## config.mk

```make
export PLATFORM = sky130hd
export DESIGN_NAME = prog_loader_flat
export DESIGN_NICKNAME = d
export VERILOG_FILES = /design/src/rtl/picomips_pkg.sv /design/src/rtl/prog_loader_if.sv /design/src/rtl/instr_encoder.sv /design/src/rtl/prog_loader.sv /design/src/flat_wrapper.sv
export SDC_FILE = /design/constraint.sdc
export NUM_CORES = 1
export LEC_CHECK = 0
export CAP_MARGIN = 5
export CELL_PAD_IN_SITES_DETAIL_PLACEMENT = 1
export CELL_PAD_IN_SITES_GLOBAL_PLACEMENT = 1
export CORE_UTILIZATION = 34
export CTS_BUF_LIST = sky130_fd_sc_hd__clkbuf_2
export DETAILED_ROUTE_END_ITERATION = 8
export PLACE_DENSITY = 0.85
export SYNTH_ARGS = -nofsm -noshare
export SYNTH_HDL_FRONTEND = slang
export SYNTH_SLANG_ARGS = --single-unit
```

## constraint.sdc

```tcl
create_clock -name clk -period 2.2 [get_ports clk]
set_input_delay 0.44 -clock clk [delete_from_list [all_inputs] [get_ports clk]]
set_output_delay 0.44 -clock clk [all_outputs]
set_load 0.05 [all_outputs]
```

## src/rtl/picomips_pkg.sv

```systemverilog
// Shared picoMIPS definitions: field widths, word layout, opcodes, loader types.
package picomips_pkg;

    localparam int unsigned OPW  = 3;
    localparam int unsigned RAW  = 3;
    localparam int unsigned IMMW = 8;
    localparam int unsigned PAW  = 5;
    localparam int unsigned IW   = OPW + 2 * RAW + IMMW;

    // Bit offsets of each field inside an instruction word {op, rd, rs, imm}
    localparam int unsigned IMM_LSB = 0;
    localparam int unsigned RS_LSB  = IMMW;
    localparam int unsigned RD_LSB  = IMMW + RAW;
    localparam int unsigned OP_LSB  = IMMW + 2 * RAW;

    // Highest program-memory address; a non-final word written here overflows
    localparam logic [PAW-1:0] LAST_ADDR = '1;

    // Opcode set shared with the decoder; 3'b110 and 3'b111 are unassigned
    localparam logic [OPW-1:0] OP_NOP   = 3'b000;
    localparam logic [OPW-1:0] OP_ADD   = 3'b001;
    localparam logic [OPW-1:0] OP_ADDI  = 3'b010;
    localparam logic [OPW-1:0] OP_MULI  = 3'b011;
    localparam logic [OPW-1:0] OP_INPUT = 3'b100;
    localparam logic [OPW-1:0] OP_HOLD  = 3'b101;

    typedef enum logic [2:0] {
        IDLE,
        LOAD,
        WRITE,
        DONE,
        ERR
    } ldr_state_t;

    typedef struct packed {
        logic [OPW-1:0]  op;
        logic [RAW-1:0]  rd;
        logic [RAW-1:0]  rs;
        logic [IMMW-1:0] imm;
    } instr_fields_t;

endpackage

```

## src/rtl/prog_loader_if.sv

```systemverilog
// Field-set input stream and program-memory write port of the loader.
interface prog_loader_if;
    import picomips_pkg::*;

    logic            in_valid;
    logic            in_ready;
    logic            in_last;
    logic [OPW-1:0]  in_op;
    logic [RAW-1:0]  in_rd;
    logic [RAW-1:0]  in_rs;
    logic [IMMW-1:0] in_imm;

    logic            pm_we;
    logic [PAW-1:0]  pm_addr;
    logic [IW-1:0]   pm_wdata;

    // Assembler side: produces field sets, observes memory writes
    modport master (
        output in_valid, in_last, in_op, in_rd, in_rs, in_imm,
        input  in_ready, pm_we, pm_addr, pm_wdata
    );

    // Loader side: consumes field sets, drives memory writes
    modport slave (
        input  in_valid, in_last, in_op, in_rd, in_rs, in_imm,
        output in_ready, pm_we, pm_addr, pm_wdata
    );

endinterface

```

## src/rtl/instr_encoder.sv

```systemverilog
// Combinational assembler: packs a field set into a canonical instruction word.
module instr_encoder
    import picomips_pkg::*;
(
    input  instr_fields_t   fields,
    output logic            legal_c,
    output logic [IW-1:0]   word_c
);

    // Keep only the fields each opcode actually uses; unknown opcodes are flagged
    always_comb begin
        legal_c = 1'b1;
        word_c  = '0;
        word_c[OP_LSB +: OPW] = fields.op;
        case (fields.op)
            OP_NOP: begin
                word_c = '0;
            end
            OP_INPUT: begin
                word_c[RD_LSB +: RAW] = fields.rd;
            end
            OP_ADD: begin
                word_c[RD_LSB +: RAW] = fields.rd;
                word_c[RS_LSB +: RAW] = fields.rs;
            end
            OP_ADDI, OP_MULI: begin
                word_c[RD_LSB +: RAW]   = fields.rd;
                word_c[RS_LSB +: RAW]   = fields.rs;
                word_c[IMM_LSB +: IMMW] = fields.imm;
            end
            OP_HOLD: begin
            end
            default: begin
                legal_c = 1'b0;
                word_c  = '0;
            end
        endcase
    end

endmodule

```

## src/rtl/prog_loader.sv

```systemverilog
// Program loader: encodes field sets, writes them to consecutive program-memory
// addresses and releases the core once the final word has been written.
module prog_loader
    import picomips_pkg::*;
(
    input  logic          clk,
    input  logic          reset,
    input  logic          start,
    prog_loader_if.slave  bus,
    output logic [PAW:0]  count,
    output logic          cpu_run,
    output logic          err
);

    localparam int unsigned CW = PAW + 1;

    ldr_state_t      state;
    ldr_state_t      state_nx;
    logic [PAW-1:0]  addr;
    logic [IW-1:0]   word_q;
    logic            last_q;
    instr_fields_t   fields;
    logic            enc_legal_c;
    logic [IW-1:0]   enc_word_c;
    logic            accept_c;

    assign fields = '{op: bus.in_op, rd: bus.in_rd, rs: bus.in_rs, imm: bus.in_imm};

    instr_encoder u_enc (
        .fields  (fields),
        .legal_c (enc_legal_c),
        .word_c  (enc_word_c)
    );

    // A start in the same cycle as a handshake discards the field set
    assign accept_c = (state == LOAD) && bus.in_valid && !start;

    assign bus.pm_addr  = addr;
    assign bus.pm_wdata = word_q;

    // State register
    always_ff @(posedge clk) begin
        if (reset) begin
            state <= IDLE;
        end else begin
            state <= state_nx;
        end
    end

    // Next-state logic
    always_comb begin
        state_nx = state;
        case (state)
            IDLE: begin
                if (start) state_nx = LOAD;
            end
            LOAD: begin
                if (start) begin
                    state_nx = LOAD;
                end else if (bus.in_valid) begin
                    state_nx = enc_legal_c ? WRITE : ERR;
                end
            end
            WRITE: begin
                if (start) begin
                    state_nx = LOAD;
                end else if (last_q) begin
                    state_nx = DONE;
                end else if (addr == LAST_ADDR) begin
                    state_nx = ERR;
                end else begin
                    state_nx = LOAD;
                end
            end
            DONE, ERR: begin
                if (start) state_nx = LOAD;
            end
            default: begin
                state_nx = IDLE;
            end
        endcase
    end

    // State-decoded outputs
    always_comb begin
        bus.in_ready = 1'b0;
        bus.pm_we    = 1'b0;
        cpu_run      = 1'b0;
        err          = 1'b0;
        case (state)
            LOAD:    bus.in_ready = 1'b1;
            WRITE:   bus.pm_we    = 1'b1;
            DONE:    cpu_run      = 1'b1;
            ERR:     err          = 1'b1;
            default: ;
        endcase
    end

    // Address/count bookkeeping and capture of the accepted word
    always_ff @(posedge clk) begin
        if (reset) begin
            addr   <= '0;
            count  <= '0;
            word_q <= '0;
            last_q <= 1'b0;
        end else begin
            if (start) begin
                addr  <= '0;
                count <= '0;
            end else if (state == WRITE) begin
                addr  <= addr + PAW'(1);
                count <= count + CW'(1);
            end
            if (accept_c && enc_legal_c) begin
                word_q <= enc_word_c;
                last_q <= bus.in_last;
            end
        end
    end

endmodule
```

## src/flat_wrapper.sv

```systemverilog
// flat-port wrapper written by rule: the top's interface ports become plain ports
module prog_loader_flat import picomips_pkg::*;
  (clk, reset, start, count, cpu_run, err, bus_in_valid, bus_in_last, bus_in_op, bus_in_rd, bus_in_rs, bus_in_imm, bus_in_ready, bus_pm_we, bus_pm_addr, bus_pm_wdata);
  prog_loader_if bus_i ();
  input  logic clk;
  input  logic reset;
  input  logic start;
  output logic [PAW:0] count;
  output logic cpu_run;
  output logic err;
  input wire logic [$bits(bus_i.in_valid)-1:0] bus_in_valid;
  input wire logic [$bits(bus_i.in_last)-1:0] bus_in_last;
  input wire logic [$bits(bus_i.in_op)-1:0] bus_in_op;
  input wire logic [$bits(bus_i.in_rd)-1:0] bus_in_rd;
  input wire logic [$bits(bus_i.in_rs)-1:0] bus_in_rs;
  input wire logic [$bits(bus_i.in_imm)-1:0] bus_in_imm;
  output wire logic [$bits(bus_i.in_ready)-1:0] bus_in_ready;
  output wire logic [$bits(bus_i.pm_we)-1:0] bus_pm_we;
  output wire logic [$bits(bus_i.pm_addr)-1:0] bus_pm_addr;
  output wire logic [$bits(bus_i.pm_wdata)-1:0] bus_pm_wdata;
  assign bus_i.in_valid = bus_in_valid;
  assign bus_i.in_last = bus_in_last;
  assign bus_i.in_op = bus_in_op;
  assign bus_i.in_rd = bus_in_rd;
  assign bus_i.in_rs = bus_in_rs;
  assign bus_i.in_imm = bus_in_imm;
  assign bus_in_ready = bus_i.in_ready;
  assign bus_pm_we = bus_i.pm_we;
  assign bus_pm_addr = bus_i.pm_addr;
  assign bus_pm_wdata = bus_i.pm_wdata;
  prog_loader u_core (.clk(clk), .reset(reset), .start(start), .bus(bus_i), .count(count), .cpu_run(cpu_run), .err(err));
endmodule
```

## Word level (Yosys, flattened, before mapping)

Cells that the tools add are included.
Widths: inputs -> output; s select.

| word-level totals | value |
|---|---|
| bits in registers | 32 |
| input port bits | 22 |
| output and inout port bits | 32 |
| logic and storage cells | 50 |

| cells by class | value |
|---|---|
| add/subtract/negate cells | 2 |
| eq/ne operators | 12 |
| multiplexer cells | 17 |
| reductions and logical operators | 14 |

Operator list:

| operator | number |
|---|---|
| $mux 3 | 10 |
| $eq 3x2->1 const B | 4 |
| $eq 3x3->1 const B | 3 |
| $pmux 3 s3 | 1 |
| $mux 8 | 1 |
| $add 6x1->6 const B | 1 |
| $eq 3x1->1 const B | 2 |
| $logic_not 3->1 | 2 |
| $reduce_or 3->1 | 2 |
| $reduce_or 6->1 | 1 |
| $add 5x1->5 const B | 1 |
| $eq 5x5->1 const B | 1 |
| $mux 1 | 5 |
| $reduce_or 5->1 | 1 |
| $reduce_or 2->1 | 2 |
| $reduce_or 4->1 | 1 |
| $logic_and 1x1->1 | 3 |
| $ne 3x3->1 const B | 1 |
| $ne 2x1->1 const B | 1 |
| $reduce_and 2->1 | 1 |
| $logic_not 1->1 | 1 |

## Longest topological paths before layout

Gate-level depths: netlist of the first run.

| depth | value |
|---|---|
| word-level depth | 7 |
| gate-level depth with buffers | 7 |
| depth with buffers taken out | 7 |

## Hierarchy

A second synthesis of the first run with hierarchy kept.

| second synthesis, totals | value |
|---|---|
| cells, all modules | 186 |
| area, all modules | 1557.7 µm² |

By module, submodules not included:

| module | times used | cells an instance | area an instance (µm²) | sequential area each (µm²) |
|---|---|---|---|---|
| prog_loader | 1 | 164 | 1421.4 | 640.6 |
| instr_encoder | 1 | 22 | 136.4 | 0.0 |

## Worst setup path before layout of the first run

OpenSTA, ideal clock, no wires.

| timing path | value |
|---|---|
| path kind | flip-flop to output port |
| from | register u_core.state[1] |
| to | output port cpu_run |
| arrival | 1.720 ns |
| required time | 1.760 ns |
| path slack | 0.040 ns |
| stages on the path, launching flop included | 4 |
| buffers on the path | 1 |
| cell sequence | dfxtp_1 -> buf_2 -> inv_1 -> nor3b_1 |

| on the way | value |
|---|---|
| longest elaborated chain between the ends | 2 |

Ends and longest elaborated chain:

| element | RTL line | RTL |
|---|---|---|
| start, declared | prog_loader.sv:17 | `ldr_state_t state;` |
| start signal, assigned | prog_loader.sv:46 | `state <= state_nx;` |
| $eq 3x2->1 | prog_loader.sv:90 | `case (state)` |
| $mux 1 | prog_loader.sv:90 |  |
| end, declared | flat_wrapper.sv:9 | `output logic cpu_run;` |

Every way passes these cells.

## Final worst setup path of the first run

| timing path | value |
|---|---|
| from | register u_core.count[2] |
| to | output port count[2] |

RTL lines:

| element | RTL line | RTL |
|---|---|---|
| start, declared | prog_loader.sv:10 | `output logic [PAW:0] count,` |
| start signal, assigned | prog_loader.sv:112 | `count <= count + CW'(1);` |
| end, declared | flat_wrapper.sv:8 | `output logic [PAW:0] count;` |

No word-level cell between the ends.

==> results of run 1 <==
-- through the flow --
stage          total power, mW  area, um^2  worst slack, ps  hold slack (ps)  utilization (%)
6_report                 0.993        2010              144              463             53.0
5_1_grt                   1.04        2010             46.6              477             53.0
4_1_cts                   1.00        2010              114              466             52.9
3_5_place_dp             0.739        1970              227              446             52.0
3_3_place_gp             0.734        1970              341              438             52.0
2_1_floorplan            0.672        1390             39.6              455                -
-- tightest hold or removal path: stages (launching register included) --
cell and delay (ps):
dfxtp_1 340, nand2_1 50, a21oi_1 50
-- logic make-up after synthesis --
| kind of cell | share of synthesized area, % |
|---|---|
| compound gates | 12.0 |
| mux | 2.15 |
| simple gates | 25.9 |
| flops | 46.0 |
| fa+ha+maj | 2.69 |
| buf+inv | 5.56 |
| xor+xnor | 5.66 |
-- cell type report --
cell class	count	area [um^2]
timing repair buffer	58	583
fill	457	1780
multi-input combinational	119	681
tap	48	60.1
inverter	4	15.0
clock buffer	6	30.0
sequential	32	641
clock inverter	1	5.00
-- synth_stat cells --
cell type | count | area [um^2]
a21boi_0 | 1 | 7.51
a21oi_1 | 25 | 125
a32o_1 | 1 | 10.0
and3_1 | 3 | 18.8
buf_2 | 2 | 10.0
buf_4 | 2 | 15.0
buf_6 | 2 | 22.5
clkbuf_1 | 4 | 15.0
dfxtp_1 | 32 | 641
ha_1 | 3 | 37.5
inv_1 | 4 | 15.0
mux2i_1 | 3 | 30.0
nand2_1 | 26 | 97.6
nand2b_1 | 2 | 12.5
nand3_1 | 15 | 75.1
nand3b_1 | 2 | 15.0
nand4_1 | 3 | 18.8
nand4b_1 | 1 | 8.76
nand4bb_1 | 1 | 11.3
nor2_1 | 14 | 52.6
nor2b_1 | 1 | 6.26
nor3b_1 | 1 | 7.51
nor3b_2 | 1 | 12.5
nor3b_4 | 1 | 18.8
o21ai_0 | 5 | 25.0
or2_2 | 1 | 6.26
xnor2_1 | 3 | 26.3
xor2_1 | 6 | 52.6
-- report_power, final --
group	total [mW]	internal (mW)	switching, mW
logic	0.133	0.0641	0.0687
registers	0.594	0.586	0.00849
clock network	0.266	0.0760	0.190
-- layout by cell type, fill, tap and decap left out, types with 4 or more instances in the layout --
| cell type | instances |
|---|---|
| a21oi_1 | 25 |
| nand2_1 | 26 |
| clkbuf_2 | 6 |
| dfxtp_1 | 32 |
| clkdlybuf4s50_1 | 49 |
| nor2_1 | 14 |
| xor2_1 | 6 |
| buf_4 | 7 |
| o21ai_0 | 5 |
| nand3_1 | 15 |
| inv_1 | 4 |
-- worst min path at each step --
stage	from	to	slack, ps	depth (start not counted)
finish	u_core.bus.pm_wdata[13]	u_core.bus.pm_wdata[13]	460	2
global route	u_core.bus.pm_wdata[1]	u_core.bus.pm_wdata[1]	480	2
CTS	u_core.bus.pm_wdata[1]	u_core.bus.pm_wdata[1]	470	2
detailed placement	u_core.bus.pm_wdata[1]	u_core.bus.pm_wdata[1]	450	2
global placement	u_core.bus.pm_wdata[1]	u_core.bus.pm_wdata[1]	440	2
floorplan	u_core.last_q	u_core.last_q	450	2
-- sequential cells by signal (all words and copies together), names as in the netlist --
| signal | cells |
|---|---|
| u_core.count | 6 |
| u_core.bus.pm_addr | 5 |
| u_core.state | 3 |
| u_core.bus.pm_wdata | 17 |
| u_core.last_q | 1 |
-- layer usage --
layer,part of all wire (%),track usage [%]
met1,42,20.2
met2,52,34.8
met3,5.5,6.03
met4,0.36,4.79
met5,0,0
==> results.md, run 1 <==
- In this run the core area contains 22 standard-cell rows.
- The detail route stage leaves a number of antenna-violating nets equal to 0.
- The synthesized design contains 32 register bits.
- The routed design has between 3000 and 4000 um of wire.
- The mean cell area of the mapped netlist is around 8.4 um^2.
- The horizontal extent of the die is between 60 and 70 um.
- The number of synthesis warnings is 0.
- The total placed cells including tap cells is approximately 260.
- The count of clock tree sinks is 32.
- In this run the vertical extent of the chip is 66.0 um.
- Across all layers, the routed design uses approximately 1300 vias.
- The run finished with clean final reports.
- The type of destination of the critical path is an output pin.
- The worst reg2reg path depth is 5.
- The first detailed-routing pass ran for 4 iterations.
- Of the available clock period, the critical path in the final layout requires slightly above 90%.
- Adding up every negative setup slack in the final design gives 0 ps.
- During placement, the flow inserted port buffers numbering 53.
- At the pin with the least slew margin, the transition time is 521 ps.
- The latest clock arrival within the worst-skew pair is roughly 350 ps.
- The HPWL after detailed placement is between 2000 and 3000 um.
- The power density normalized to cell area is between 400 and 500 nW/um^2.
- Clock-pin slew was measured on the worst setup and hold paths at 150 ps.
- The number of hold-slack violations in the final timing report is 0.
- Of all nets on the critical path, the largest fanout is 4.
- The net count reported at finish is between 200 and 250.
- TritonCTS built the clock tree.
- The initial antenna violation count came to 0.
- The number of nets handed over by synthesis was between 150 and 200.
- On the worst path, the slowest cell contributes a delay of 840 ps.
- The critical path goes through clkdlybuf4s50_1.
- The required time of the worst setup path is 1760 ps.
- In the final layout, the share of cells above drive strength 1 is 9.09%.
- Routability-driven placement finished with a final weighted congestion of 0.789.
- The synthesized netlist occupies a cell area of approximately 1400 um^2.
- The synthesized netlist cell count is ~170.
- Yosys mapped the design onto 28 distinct sky130hd cell types.
- After detailed routing, the average wire length per cell comes to about 15 um.
- The arrival time at the worst endpoint is about 1600 ps.
- The via count of the first global-routing pass is between 1000 and 1500.
- The number of violations reported at the end of detailed-routing iteration 0 is 49.
- The max-cap violation count is 0.
- The endpoint identified for the worst register-to-register timing path is u_core.bus.pm_wdata[12].
- The longest clock path from root to sink contains 2 buffers.
- Of the synthesized area, sequential elements account for 46.0%.
- Global routing finished with a remaining overflow of 0.
- Grouping stages by cell kind, the critical path spends the most delay in buffers and inverters.
- The post-route clock skew is roughly 13 ps.
- Relative to the synthesized area, the layout overhead comes to 44.5%.
- The post-cts gate resize count is 0.
- VDD sags by at most 0.209 mV.
- The hold buffer count at cts is 0.
- The number of slew-limit violations in the final report is 0.
- Among all stages on the critical path, the largest delay is contributed by clkdlybuf4s50_1.
- The worst setup path category is flip-flop to output pin.
- The startpoint of the most critical register-to-register path is u_core.state[0].
- The max-slew headroom at the worst pin is 65.1%.
- The floorplan step defined a die boundary enclosing ~4400 um^2.
- Summed over all cells, the static leakage comes to 0.711 nW.
- Entering global routing, the biggest net connects 21 pins.
- The starting density of the core is 36.7%.
- The global-route usage over all layers is between 10% and 20%.
- The min-delay analysis places its worst path in the category flip-flop to flip-flop.
- The launching instance or port of the critical path is u_core.count[2].
- In this run the count of I/O pins placed on the die edge is between 50 and 60.
- The repair_antennas step left the layout with diodes totalling 0.
- The smallest clock period supported by the final layout is computed as 2060 ps.
- After detailed routing, the number of vias per cell comes to about 5.
- The maximum clock frequency is 486 MHz.
- Setup violations remaining at the end of the flow were counted as 0.
- Setup repair after global routing left no endpoint under its margin.
- The core region is 3800 um^2.
- The depth of the critical timing path with buffers and inverters included is 1.
- The cell at the root of the clock tree is clkbuf_2.
- Counting both buffers and inverters, the worst setup path holds a total of 1.
- The maximum level of the CTS H-tree is 2.
- The first-pass GRT wire length is 6160 um.
- STA classifies the critical path startpoint as a flip-flop.
- The worst register-to-register path has a setup slack of approximately 580 ps.
- The count of cells in the finished layout, fillers not included, comes to 268.
- The count of unresolved DRC violations after routing is 0.
- The post-CTS setup-driven buffer insertion count is 0.
- The end point of the critical path is count[2].
- The number of clock buffers inserted by TritonCTS is 5.
No activity file was read; power rests on OpenSTA's default activity.
==> inputs of run 2 (changes only) <==
==> constraint.sdc (replaced) <==
create_clock -name clk -period 2.2 [get_ports clk]
set_input_delay 0.44 -clock clk [delete_from_list [all_inputs] [get_ports clk]]
set_output_delay 0.44 -clock clk [all_outputs]
set_load 0.01 [all_outputs]
==> run 2 against run 1 <==
Net effect:
- clock power is 46% higher
- die area stayed put
- flip-flop and latch count stayed put
- cell count is 0.37% higher
- core utilization is 0.63 points higher
- critical path type unchanged
- highest routed layer unchanged
- count of clock-buffer cells in the layout is 1 lower
==> results.md, run 2 (same netlist as run 1, synthesis figures left out) <==
- The number of slew-limit violations in the final report is 0 (unchanged).
- The critical path starts at u_core.state[0].
- The classification of the worst-slack hold path is flip-flop to flip-flop.
- TritonCTS built the clock tree.
- The area used by multi-input combinational logic came to 681 um^2 (unchanged).
- The via count of the first global-routing pass is 1436 (+4.7%).
- The number of antenna diodes is 0 (unchanged).
- The count of unresolved DRC violations after routing is 0 (unchanged).
- The number of flip-flops in the largest register was 17 (unchanged).
- The number of routed nets with antenna violations was 0 (unchanged).
- The transition time of the tightest slew-check pin was 307 ps (-215 ps).
- The post-route setup TNS is 0 ps (unchanged).
- The overflow left after global routing is 0 (unchanged).
- The number of inserted filler cells in the final layout is 479 (+4.8%).
- The post-detailed-route wirelength per cell is 14.4 um (-1.3%).
- The maximum level of the CTS H-tree is 2 (unchanged).
- The hold buffer count at cts is 0 (unchanged).
- The internal cell power is 0.834 mW (+15%).
- The most common library cell in the layout ignoring fill and taps is clkdlybuf4s50_1.
- The total chip power was 1.10 mW (+10%).
- The worst setup path category is flip-flop to output pin.
- The global-route usage over all layers was 19.3% (+0.58 points).
- The final setup violation count came to 0 (unchanged).
- The final period demand of the worst path came to 2050 ps (-3.52 ps).
- The arrival time at the worst endpoint is 1610 ps (about the same).
- The most critical setup path has its endpoint at bus_in_ready.
- Setup repair after global routing left no endpoint under its margin.
- The share of total power consumed by net switching was 23.9% (-3.0 points).
- The first-pass GRT wire length is 6420 um (+4.2%).
- The horizontal extent of the die is 66.0 um (unchanged).
- The leakage power came to 0.727 nW (+2.3%).
- The part of the total power dissipated in combinational logic was 10.4% (-3.0 points).
- The count of clock tree sinks is 32 (unchanged).
- The pin count of the biggest net entering global routing is 21 (unchanged).
- The final cell utilization of the core is 53.7% (+0.63 points).
- The clock edge transition at the registers on the reported setup and hold paths is 170 ps (+20 ps).
- In the layout the commonest cells are clkdlybuf4s50_1 (52), dfxtp_1 (29), nand2_1 (26), a21oi_1 (25), nand3_1 (15).
- The maximum clock frequency is 487 MHz (+0.17%).
- The instance area at placement came to 1960 um^2 (-0.76%).
- The highest net fanout along the worst path came to 10 (+6).
- The total area of sequential cells is 649 um^2 (+1.4%).
- The share of power burned in registers is 54.1% (-5.8 points).
- The via density per instance was 5.00 (-0.30%).
- The number of violations reported at the end of detailed-routing iteration 0 is 90 (+84%).
- The quantity of I/O buffers inserted on ports was 53 (unchanged).
- The number of placement rows is 22 (unchanged).
- The number of buffers on the longest clock path was 2 (unchanged).
- The floorplan core area was 3800 um^2 (unchanged).
- The max-slew headroom at the worst pin is 79.4% (+14 points).
- The HPWL after detailed placement is 2850 um (-1.3%).
- The latest clock arrival within the worst-skew pair is 350 ps (about the same).
- The flow ran to the end, and the final reports show no timing, DRC or antenna violations.
- The initial antenna violation count is 0 (unchanged).
- The power dissipated by switching net loads is 0.262 mW (-1.8%).
- The post-route clock skew was 3.84 ps (-9.31 ps).
- The worst setup path is launched from a flip-flop.
- The die span in y came to 66.0 um (unchanged).
- The clock network power share is 35.5% (+8.8 points).
- The worst register-to-register path ends at u_core.state[2].
- From synthesis to final layout, the design area changed by 46.2%.
- The type of destination of the critical path is an output pin.
- The finished layout cell area is 2040 um^2 (+1.2%).
- The worst reg2reg path depth is 7 (+2).
- The total I/O pin count is 54 (unchanged).
- In this run the critical register-to-register path is launched from u_core.bus.pm_addr[0].
- The die footprint was 4360 um^2 (unchanged).
- The sum of routed wire length over all layers is 3870 um (-0.95%).
- The number of clock buffers inserted by TritonCTS was 5 (unchanged).
- The net count reported at finish came to 245 (unchanged).
- CTS placed an instance of clkbuf_2 at the clock tree root.
- The global placement routability congestion is 0.787 (-0.29%).
- The worst setup slack for register-to-register paths is 680 ps (+100 ps).
- The peak ir drop on the vdd network was 0.365 mV (+74%).
- The max-cap violation count came to 0 (unchanged).
- The required time of the worst setup path was 1760 ps (about the same).
- The power density normalized to cell area was 538 nW/um^2 (+9.1%).
- The part of the cycle the worst path needs is 93.3% (-0.16 points).
- The routed via count was 1344 (+0.074%).
- The number of optimization iterations in the first detailed-route pass was 4 (unchanged).
- The starting density of the core is 36.7% (unchanged).
- The post-CTS setup-driven buffer insertion count is 0 (unchanged).
- The number of hold-slack violations in the final timing report is 0 (unchanged).
- The share of post-route cells with drive strength above 1 was 8.14% (-0.95 points).
-- run 2: cell types whose count changed in the layout (fill, tap and decap cells not counted), sizes merged --
cell           previous run  this run
bufinv                    0         1
clkinv                    1         2
dlymetal6s2s              0         1
buf                       9         5
clkbuf                    6         5
clkdlybuf4s50            49        52
-- run 2: how the worst min path moves through the flow --
stage	startpoint	endpoint	slack, ps	cells past startpoint
final	u_core.bus.pm_wdata[15]	u_core.bus.pm_wdata[15]	470	2
after global routing	u_core.bus.pm_wdata[1]	u_core.bus.pm_wdata[1]	480	2
after CTS	u_core.bus.pm_wdata[5]	u_core.bus.pm_wdata[5]	470	2
after detailed placement	u_core.bus.pm_wdata[5]	u_core.bus.pm_wdata[5]	450	2
after global placement	u_core.bus.pm_wdata[1]	u_core.bus.pm_wdata[1]	440	2
after floorplan	u_core.last_q	u_core.last_q	450	2
-- run 2: per-layer routing --
layer	GRT usage [%]	share of wire [%]
met2	36.1	51
met3	4.48	6.6
met5	0	0
met1	21.2	41
met4	6.38	1.0
-- run 2: worst max-delay path, stage by stage (launching register included) --
cell,delay [ps]
dfxtp_4,440
nor3b_4,250
clkdlybuf4s50_1,580
-- run 2: area by class of cell --
type | count | share of cell area [%]
Sequential cell | 32 | 31.9
Clock buffer | 5 | 1.23
Clock inverter | 3 | 1.84
Timing Repair Buffer | 58 | 28.0
Multi-Input combinational cell | 119 | 33.4
Tap cell | 48 | 2.95
Inverter | 4 | 0.737
-- run 2: timing repair --
action | 4_1_cts | 5_1_grt
gates resized for setup | 3 | 4
hold endpoints to repair | 0 | 0
gates cloned | 0 | 0
setup endpoints to repair | 3 | 3
-- run 2: per-stage QoR --
step,setup WS (ps),hold slack (ps),instances
2_1_floorplan,780,455,165
3_3_place_gp,333,438,261
3_5_place_dp,203,450,261
4_1_cts,13.3,471,269
5_1_grt,35.1,483,269
6_report,147,470,269
-- run 2: power by group through the flow --
stage / combinational, mW / sequential (mW) / clock, mW
after CTS: 0.115 / 0.595 / 0.400
after global routing: 0.124 / 0.595 / 0.428
after detailed placement: 0.113 / 0.606 / 0
after floorplan: 0.0519 / 0.603 / 0
final: 0.114 / 0.593 / 0.389
after global placement: 0.109 / 0.606 / 0
